File: src/rtl/hadamard_pkg.sv
// rtl/hadamard_pkg.sv - shared types and constants for the hadamard unit
package hadamard_pkg;

    typedef enum logic [1:0] {
        ST_IDLE,
        ST_RUN,
        ST_DONE,
        ST_ACK
    } state_t;

    typedef enum logic [1:0] {
        FP_NORMAL,
        FP_ZERO,
        FP_INF,
        FP_NAN
    } fp_class_t;

    localparam int          EXP_BIAS = 127;
    localparam int          EXP_W    = 8;
    localparam int          MANT_W   = 23;
    localparam logic [31:0] QNAN     = 32'h7FC00000;
    localparam int          MUL_LAT  = 3;

    localparam int CTRL_START = 0;
    localparam int CTRL_ACK   = 1;
    localparam int STAT_DONE  = 0;
    localparam int STAT_ACKED = 1;

    typedef struct packed {
        logic              sign;
        logic [EXP_W-1:0]  exp;
        logic [MANT_W-1:0] mant;
    } fp32_t;

    // Denormals count as zero: the multiplier flushes them on input.
    function automatic fp_class_t classify(input fp32_t f);
        if (f.exp == '0)
            return FP_ZERO;
        else if (f.exp == '1)
            return (f.mant == '0) ? FP_INF : FP_NAN;
        else
            return FP_NORMAL;
    endfunction

endpackage

File: src/rtl/fp32_mul.sv
// rtl/fp32_mul.sv - three-stage pipelined FP32 multiplier, round-to-nearest-even, FTZ
module fp32_mul
    import hadamard_pkg::*;
(
    input  logic        clk,
    input  logic        reset,
    input  logic        in_valid,
    input  logic [31:0] a,
    input  logic [31:0] b,
    output logic        out_valid,
    output logic [31:0] result
);

    fp32_t     fa, fb;
    fp_class_t ca, cb, c_in;
    logic [47:0] ma_ext, mb_ext;

    assign fa     = a;
    assign fb     = b;
    assign ca     = classify(fa);
    assign cb     = classify(fb);
    assign ma_ext = {24'b0, 1'b1, fa.mant};
    assign mb_ext = {24'b0, 1'b1, fb.mant};

    always_comb begin
        c_in = FP_NORMAL;
        if (ca == FP_NAN || cb == FP_NAN ||
            (ca == FP_INF && cb == FP_ZERO) || (ca == FP_ZERO && cb == FP_INF))
            c_in = FP_NAN;
        else if (ca == FP_INF || cb == FP_INF)
            c_in = FP_INF;
        else if (ca == FP_ZERO || cb == FP_ZERO)
            c_in = FP_ZERO;
    end

    logic               s1_valid, s1_sign;
    fp_class_t          s1_class;
    logic [47:0]        s1_prod;
    logic signed [10:0] s1_exp;

    always_ff @(posedge clk) begin
        if (reset) begin
            s1_valid <= 1'b0;
            s1_sign  <= 1'b0;
            s1_class <= FP_ZERO;
            s1_prod  <= '0;
            s1_exp   <= '0;
        end else begin
            s1_valid <= in_valid;
            s1_sign  <= fa.sign ^ fb.sign;
            s1_class <= c_in;
            s1_prod  <= ma_ext * mb_ext;
            s1_exp   <= $signed({3'b0, fa.exp}) + $signed({3'b0, fb.exp}) - 11'sd127;
        end
    end

    // The product of two [1,2) mantissas lies in [1,4): at most one normalising shift.
    logic               norm, guard, sticky, round_up;
    logic [22:0]        mant_t;
    logic [23:0]        mant_r;
    logic signed [10:0] exp_n;

    always_comb begin
        norm     = s1_prod[47];
        mant_t   = norm ? s1_prod[46:24] : s1_prod[45:23];
        guard    = norm ? s1_prod[23] : s1_prod[22];
        sticky   = norm ? (|s1_prod[22:0]) : (|s1_prod[21:0]);
        round_up = guard & (sticky | mant_t[0]);
        mant_r   = {1'b0, mant_t} + {23'b0, round_up};
        exp_n    = s1_exp + $signed({10'b0, norm}) + $signed({10'b0, mant_r[23]});
    end

    logic               s2_valid, s2_sign;
    fp_class_t          s2_class;
    logic [22:0]        s2_mant;
    logic signed [10:0] s2_exp;

    always_ff @(posedge clk) begin
        if (reset) begin
            s2_valid <= 1'b0;
            s2_sign  <= 1'b0;
            s2_class <= FP_ZERO;
            s2_mant  <= '0;
            s2_exp   <= '0;
        end else begin
            s2_valid <= s1_valid;
            s2_sign  <= s1_sign;
            s2_class <= s1_class;
            s2_mant  <= mant_r[22:0];
            s2_exp   <= exp_n;
        end
    end

    logic [31:0] packed_res;

    always_comb begin
        packed_res = {s2_sign, 31'b0};
        case (s2_class)
            FP_NAN:  packed_res = QNAN;
            FP_INF:  packed_res = {s2_sign, 8'hFF, 23'b0};
            FP_ZERO: packed_res = {s2_sign, 31'b0};
            default: begin
                if (s2_exp >= 11'sd255)
                    packed_res = {s2_sign, 8'hFF, 23'b0};
                else if (s2_exp <= 11'sd0)
                    packed_res = {s2_sign, 31'b0};
                else
                    packed_res = {s2_sign, s2_exp[7:0], s2_mant};
            end
        endcase
    end

    always_ff @(posedge clk) begin
        if (reset) begin
            out_valid <= 1'b0;
            result    <= '0;
        end else begin
            out_valid <= s2_valid;
            result    <= packed_res;
        end
    end

endmodule

File: src/rtl/hadamard_unit.sv
// rtl/hadamard_unit.sv - streams A[i]*B[i] from two BRAMs into a product BRAM
module hadamard_unit
    import hadamard_pkg::*;
#(
    parameter int BRAM_WIDTH = 32,
    parameter int WORD_BYTES = 4,
    parameter int ADDR_WIDTH = 12
) (
    input  logic                  clk,
    input  logic                  reset,
    input  logic [31:0]           ps_control,
    output logic [31:0]           pl_status,
    output logic [ADDR_WIDTH-1:0] bram_addr_a,
    output logic [ADDR_WIDTH-1:0] bram_addr_b,
    output logic [ADDR_WIDTH-1:0] bram_addr_product,
    input  logic [BRAM_WIDTH-1:0] bram_rddata_a,
    input  logic [BRAM_WIDTH-1:0] bram_rddata_b,
    input  logic [BRAM_WIDTH-1:0] bram_rddata_product,
    output logic [BRAM_WIDTH-1:0] bram_wrdata_a,
    output logic [BRAM_WIDTH-1:0] bram_wrdata_b,
    output logic [BRAM_WIDTH-1:0] bram_wrdata_product,
    output logic [WORD_BYTES-1:0] bram_we_a,
    output logic [WORD_BYTES-1:0] bram_we_b,
    output logic [WORD_BYTES-1:0] bram_we_product,
    output logic                  mult_out_valid
);

    localparam int N     = (2 ** ADDR_WIDTH) / WORD_BYTES;
    localparam int OFF_W = $clog2(WORD_BYTES);
    localparam int IDX_W = ADDR_WIDTH - OFF_W;
    localparam logic [IDX_W-1:0] LAST_IDX = IDX_W'(N - 1);

    state_t                  state;
    logic [IDX_W-1:0]        rd_idx, wr_idx;
    logic                    rd_issue, rd_valid_d;
    logic [ADDR_WIDTH-1:0]   addr_ab;
    logic [1:0]              status;
    logic                    mul_valid;
    logic [31:0]             mul_result;

    logic unused_inputs;
    assign unused_inputs = ^{bram_rddata_product, ps_control[31:2]};

    assign bram_addr_a   = addr_ab;
    assign bram_addr_b   = addr_ab;
    assign bram_wrdata_a = '0;
    assign bram_wrdata_b = '0;
    assign bram_we_a     = '0;
    assign bram_we_b     = '0;
    assign pl_status     = {30'b0, status};
    assign mult_out_valid = mul_valid;

    // Read data for an address issued in cycle t appears in cycle t+1, so the tag lags by one.
    fp32_mul u_mul (
        .clk       (clk),
        .reset     (reset),
        .in_valid  (rd_valid_d),
        .a         (bram_rddata_a[31:0]),
        .b         (bram_rddata_b[31:0]),
        .out_valid (mul_valid),
        .result    (mul_result)
    );

    always_ff @(posedge clk) begin
        if (reset) begin
            state               <= ST_IDLE;
            rd_idx              <= '0;
            wr_idx              <= '0;
            rd_issue            <= 1'b0;
            rd_valid_d          <= 1'b0;
            addr_ab             <= '0;
            bram_addr_product   <= '0;
            bram_wrdata_product <= '0;
            bram_we_product     <= '0;
            status              <= 2'b00;
        end else begin
            bram_we_product <= '0;
            rd_valid_d      <= rd_issue;
            case (state)
                ST_IDLE: begin
                    status <= 2'b00;
                    if (ps_control[CTRL_START]) begin
                        state    <= ST_RUN;
                        rd_idx   <= '0;
                        wr_idx   <= '0;
                        addr_ab  <= '0;
                        rd_issue <= 1'b1;
                    end
                end
                ST_RUN: begin
                    if (rd_issue) begin
                        if (rd_idx == LAST_IDX) begin
                            rd_issue <= 1'b0;
                        end else begin
                            rd_idx  <= rd_idx + IDX_W'(1);
                            addr_ab <= {rd_idx + IDX_W'(1), {OFF_W{1'b0}}};
                        end
                    end
                    if (mul_valid) begin
                        bram_we_product     <= '1;
                        bram_wrdata_product <= BRAM_WIDTH'(mul_result);
                        bram_addr_product   <= {wr_idx, {OFF_W{1'b0}}};
                        wr_idx              <= wr_idx + IDX_W'(1);
                        if (wr_idx == LAST_IDX)
                            state <= ST_DONE;
                    end
                end
                ST_DONE: begin
                    if (ps_control[CTRL_ACK]) begin
                        state  <= ST_ACK;
                        status <= 2'b11;
                    end else begin
                        status <= 2'b01;
                    end
                end
                default: begin
                    if (ps_control[1:0] == 2'b00) begin
                        state  <= ST_IDLE;
                        status <= 2'b00;
                    end else begin
                        status <= 2'b11;
                    end
                end
            endcase
        end
    end

endmodule

File: config.mk
export PLATFORM = sky130hd
export DESIGN_NAME = hadamard_unit
export DESIGN_NICKNAME = d
export VERILOG_FILES = /design/src/rtl/hadamard_pkg.sv /design/src/rtl/fp32_mul.sv /design/src/rtl/hadamard_unit.sv
export SDC_FILE = /design/constraint.sdc
export NUM_CORES = 2
export LEC_CHECK = 0
export ABC_AREA = 1
export ABC_CLOCK_PERIOD_IN_PS = 10060
export CAP_MARGIN = 20
export CORE_MARGIN = 5
export CORE_UTILIZATION = 45
export DETAILED_ROUTE_END_ITERATION = 10
export GPL_TIMING_DRIVEN = 1
export PLACE_DENSITY = 0.67
export SLEW_MARGIN = 20
export SYNTH_ARGS = -nofsm -noshare
export SYNTH_HDL_FRONTEND = slang
export SYNTH_SLANG_ARGS = --single-unit
File: constraint.sdc
create_clock -name clk -period 10.06 [get_ports clk]
set_input_delay 3.018 -clock clk [delete_from_list [all_inputs] [get_ports clk]]
set_output_delay 3.018 -clock clk [all_outputs]
set_load 0.05 [all_outputs]
==> flow_summary.ini <==
[detailed_routing]
route.detailed.drc = 0
routed_wl_mm = 70.1
ant_nets = 0
dr.max_layer_used = met4
via_per_inst = 4.68
drt_first_pass_iters = 6
routed-via-count = 23600
wl_met3_mm = 3.36
wl_met1_mm = 30.6
drt_iter0_drc = 1406
avgRoutedWirePerCell_um = 13.9
wl_met2_mm = 34.3

[yosys]
async_flop_share = 0
ys_warn_count = 0
synthCells = 4072
syn_area_um2 = 29400
synth-seq-cells = 203
synthFlopType = dfxtp_1
synth_edf_count = 0
avgSynthCellArea_um2 = 7.22
ys_seq_area_frac = 0.138
synth.distinct_cells = 42

[critical_path]
reg2reg_slack_ns = 6.15
reg2reg_to = u_mul.s2_exp[10]
worstRegToRegCells = 20
cp_num_buf_inv = 7
start_kind = primary input
crit_path_max_fanout = 14
cp.required_ns = 10.46
path_class = primary input to flip-flop
end_kind = flip-flop
r2r-start = u_mul.s1_prod[47]
crit_top_cell = fa_1
worst_path_largest_cell_delay_ns = 0.88
critPathSlowestCell = clkdlybuf4s50_1
crit_family = adder cells
worstPathArrival_ns = 9.71

[final_layout]
stdcell_area_um2 = 32300
layout.cells.non_filler = 5047
area.growth.synth_to_final_pct = 9.91
antennaDiodeCount = 0
nets = 4980
layout-drive-gt1-share = 0.0396

[die]
dieArea_um2 = 70500
die_w_um = 266
ios = 307
core.rowCount = 93
initial_utilization = 0.455
core_um2 = 64600
die_h_um = 266

[clocking]
clock_path_buffers = 3
clkLatencyLatePin_ns = 0.49
htree_levels = 1
cts.sinks = 203
cts_buffers = 21
cts_setup_buffers = 0
clkTransAtPathRegs_ns = 0.06
cts_resized = 0
cts_tree = done
cts-root-buf = clkbuf_16
hold_buffers = 0

[sta]
rsz0062_at_grt = false
final-hold-violation-count = 0
fin_setup_tns_ns = 0
min_period_over_period = 0.925
setup_viol = 0
whs_ns = 0.402
fmax_mhz = 107
maxSlewHeadroom = 0.440
tightest_slew_ns = 0.838
fin_crit_ns = 9.30
skew_ns = 0.00788
slew_viol_final = 0

[global_routing]
antenna_found_initial = 0
gr-total-overflow = 0
grt_max_degree = 60
grt_pass1_wl_mm = 119
grt_pass1_vias = 24200
grt_usage = 0.202

[min_path]
holdPathStages = 2
hold_class = flip-flop to flip-flop
hp-start = u_mul.s1_sign
min_to = u_mul.s2_sign

[run_status]
status = finished clean

[flow_run]
cap_violations = 0

[placed_design]
hpwl_mm = 59.1
placed_area_um2 = 31500
place.port_buffers = 136
dp_cells = 5009
globalplace.congestion = 0.921
## area by class of cell
type,instances,area [um^2]
fill,6384,32300
multi-input combinational,2601,20100
inverter,1120,4200
sequential,203,4060
timing repair buffer,230,2110
tap,855,1070
clock buffer,24,547
clock inverter,14,208
## state kept, by name (all words and copies together) (netlist names), 2 cells and up
register and count:
u_mul.s2_exp 11, bram_addr_a 10, u_mul.s1_class 2, u_mul.s2_class 2, u_mul.s1_exp 11, u_mul.s1_prod 48, u_mul.result 32, bram_wrdata_product 32
state 2, bram_addr_product 10, u_mul.s2_mant 23, wr_idx 10, status 2
## metal layers
metal	vias to the layer above	GRT usage
met5	-	0
met4	0	0.0531
met3	114	0.0196
met2	562	0.355
met1	11300	0.268
li1	11700	-
## stage by stage
step | util | setup WS, ns
floorplan | - | 1.42
global placement | 0.488 | 0.295
detailed placement | 0.488 | 0.220
CTS | 0.500 | 0.741
global route | 0.500 | 0.343
finish | 0.500 | 0.756
## Yosys cell counts (3+ instances only)
library cell	instances	area share
o21ai_2	9	0.0027
xor2_1	4	0.0012
dfxtp_1	203	0.14
o21ai_0	103	0.018
or2_2	8	0.0017
nand4_1	30	0.0064
a21oi_1	131	0.022
inv_2	3	0.00038
nor4_1	9	0.0019
inv_1	1117	0.14
nand2_1	1050	0.13
nor2_1	322	0.041
ha_1	189	0.080
fa_1	484	0.33
nor2_2	5	0.0011
o21bai_1	5	0.0013
xnor2_1	5	0.0015
o21ai_1	9	0.0015
clkbuf_1	126	0.016
o21a_1	3	0.00077
buf_4	124	0.032
nand3_1	86	0.015
nor3_1	20	0.0034
## worst max-delay path by stage
stage | endpoint | start | cells after the start
after floorplan | u_mul.s1_prod[34] | bram_rddata_b[3] | 27
after global placement | u_mul.s1_prod[44] | bram_rddata_b[4] | 26
after detailed placement | u_mul.s1_prod[44] | bram_rddata_b[4] | 26
after CTS | u_mul.s1_prod[44] | bram_rddata_b[4] | 26
after global routing | u_mul.s1_prod[44] | bram_rddata_b[4] | 26
final | u_mul.s1_prod[44] | bram_rddata_b[4] | 26
## cell families (layout without fill, tap and decap cells)
kind of cell / count (synthesis) / in the layout / share of synthesized area
AO/OA/AOI/OAI: 269 / 269 / 0.0485
XOR/XNOR: 9 / 9 / 0.00268
adder cells (fa/ha/maj): 673 / 673 / 0.410
buffers and inverters: 1375 / 1388 / 0.192
flip-flops: 203 / 203 / 0.138
other: 1 / 108 / 0.000128
AND/OR/NAND/NOR: 1542 / 1542 / 0.208
## layout by cell type (no fill, tap or decap), drive strengths merged, types with 2 or more instances in the layout
cell type and count:
inv 1122, nand2 1052, fa 484, nor2 329, dfxtp 203, ha 189, clkdlybuf4s50 135, a21oi 132
o21ai 121, conb 108, buf 95, nand3 87, nand4 30, clkbuf 24, nor3 20, nor4 10
or2 10, o21bai 5, xnor2 5, clkinv 5, bufinv 5, xor2 4, o21a 3, a31oi 2
a21o 2, nand3b 2, clkinvlp 2
## tightest hold or removal path: cells and delay by family (launching register included)
family / cells / cell delay (ns)
flip-flops: 1 / 0.30
buffers and inverters: 1 / 0.04
AND/OR/NAND/NOR: 1 / 0.03
Power is left out: the tool's default activity adds up to more than one toggle a clock period on the data nets, which glitch-free logic cannot reach.
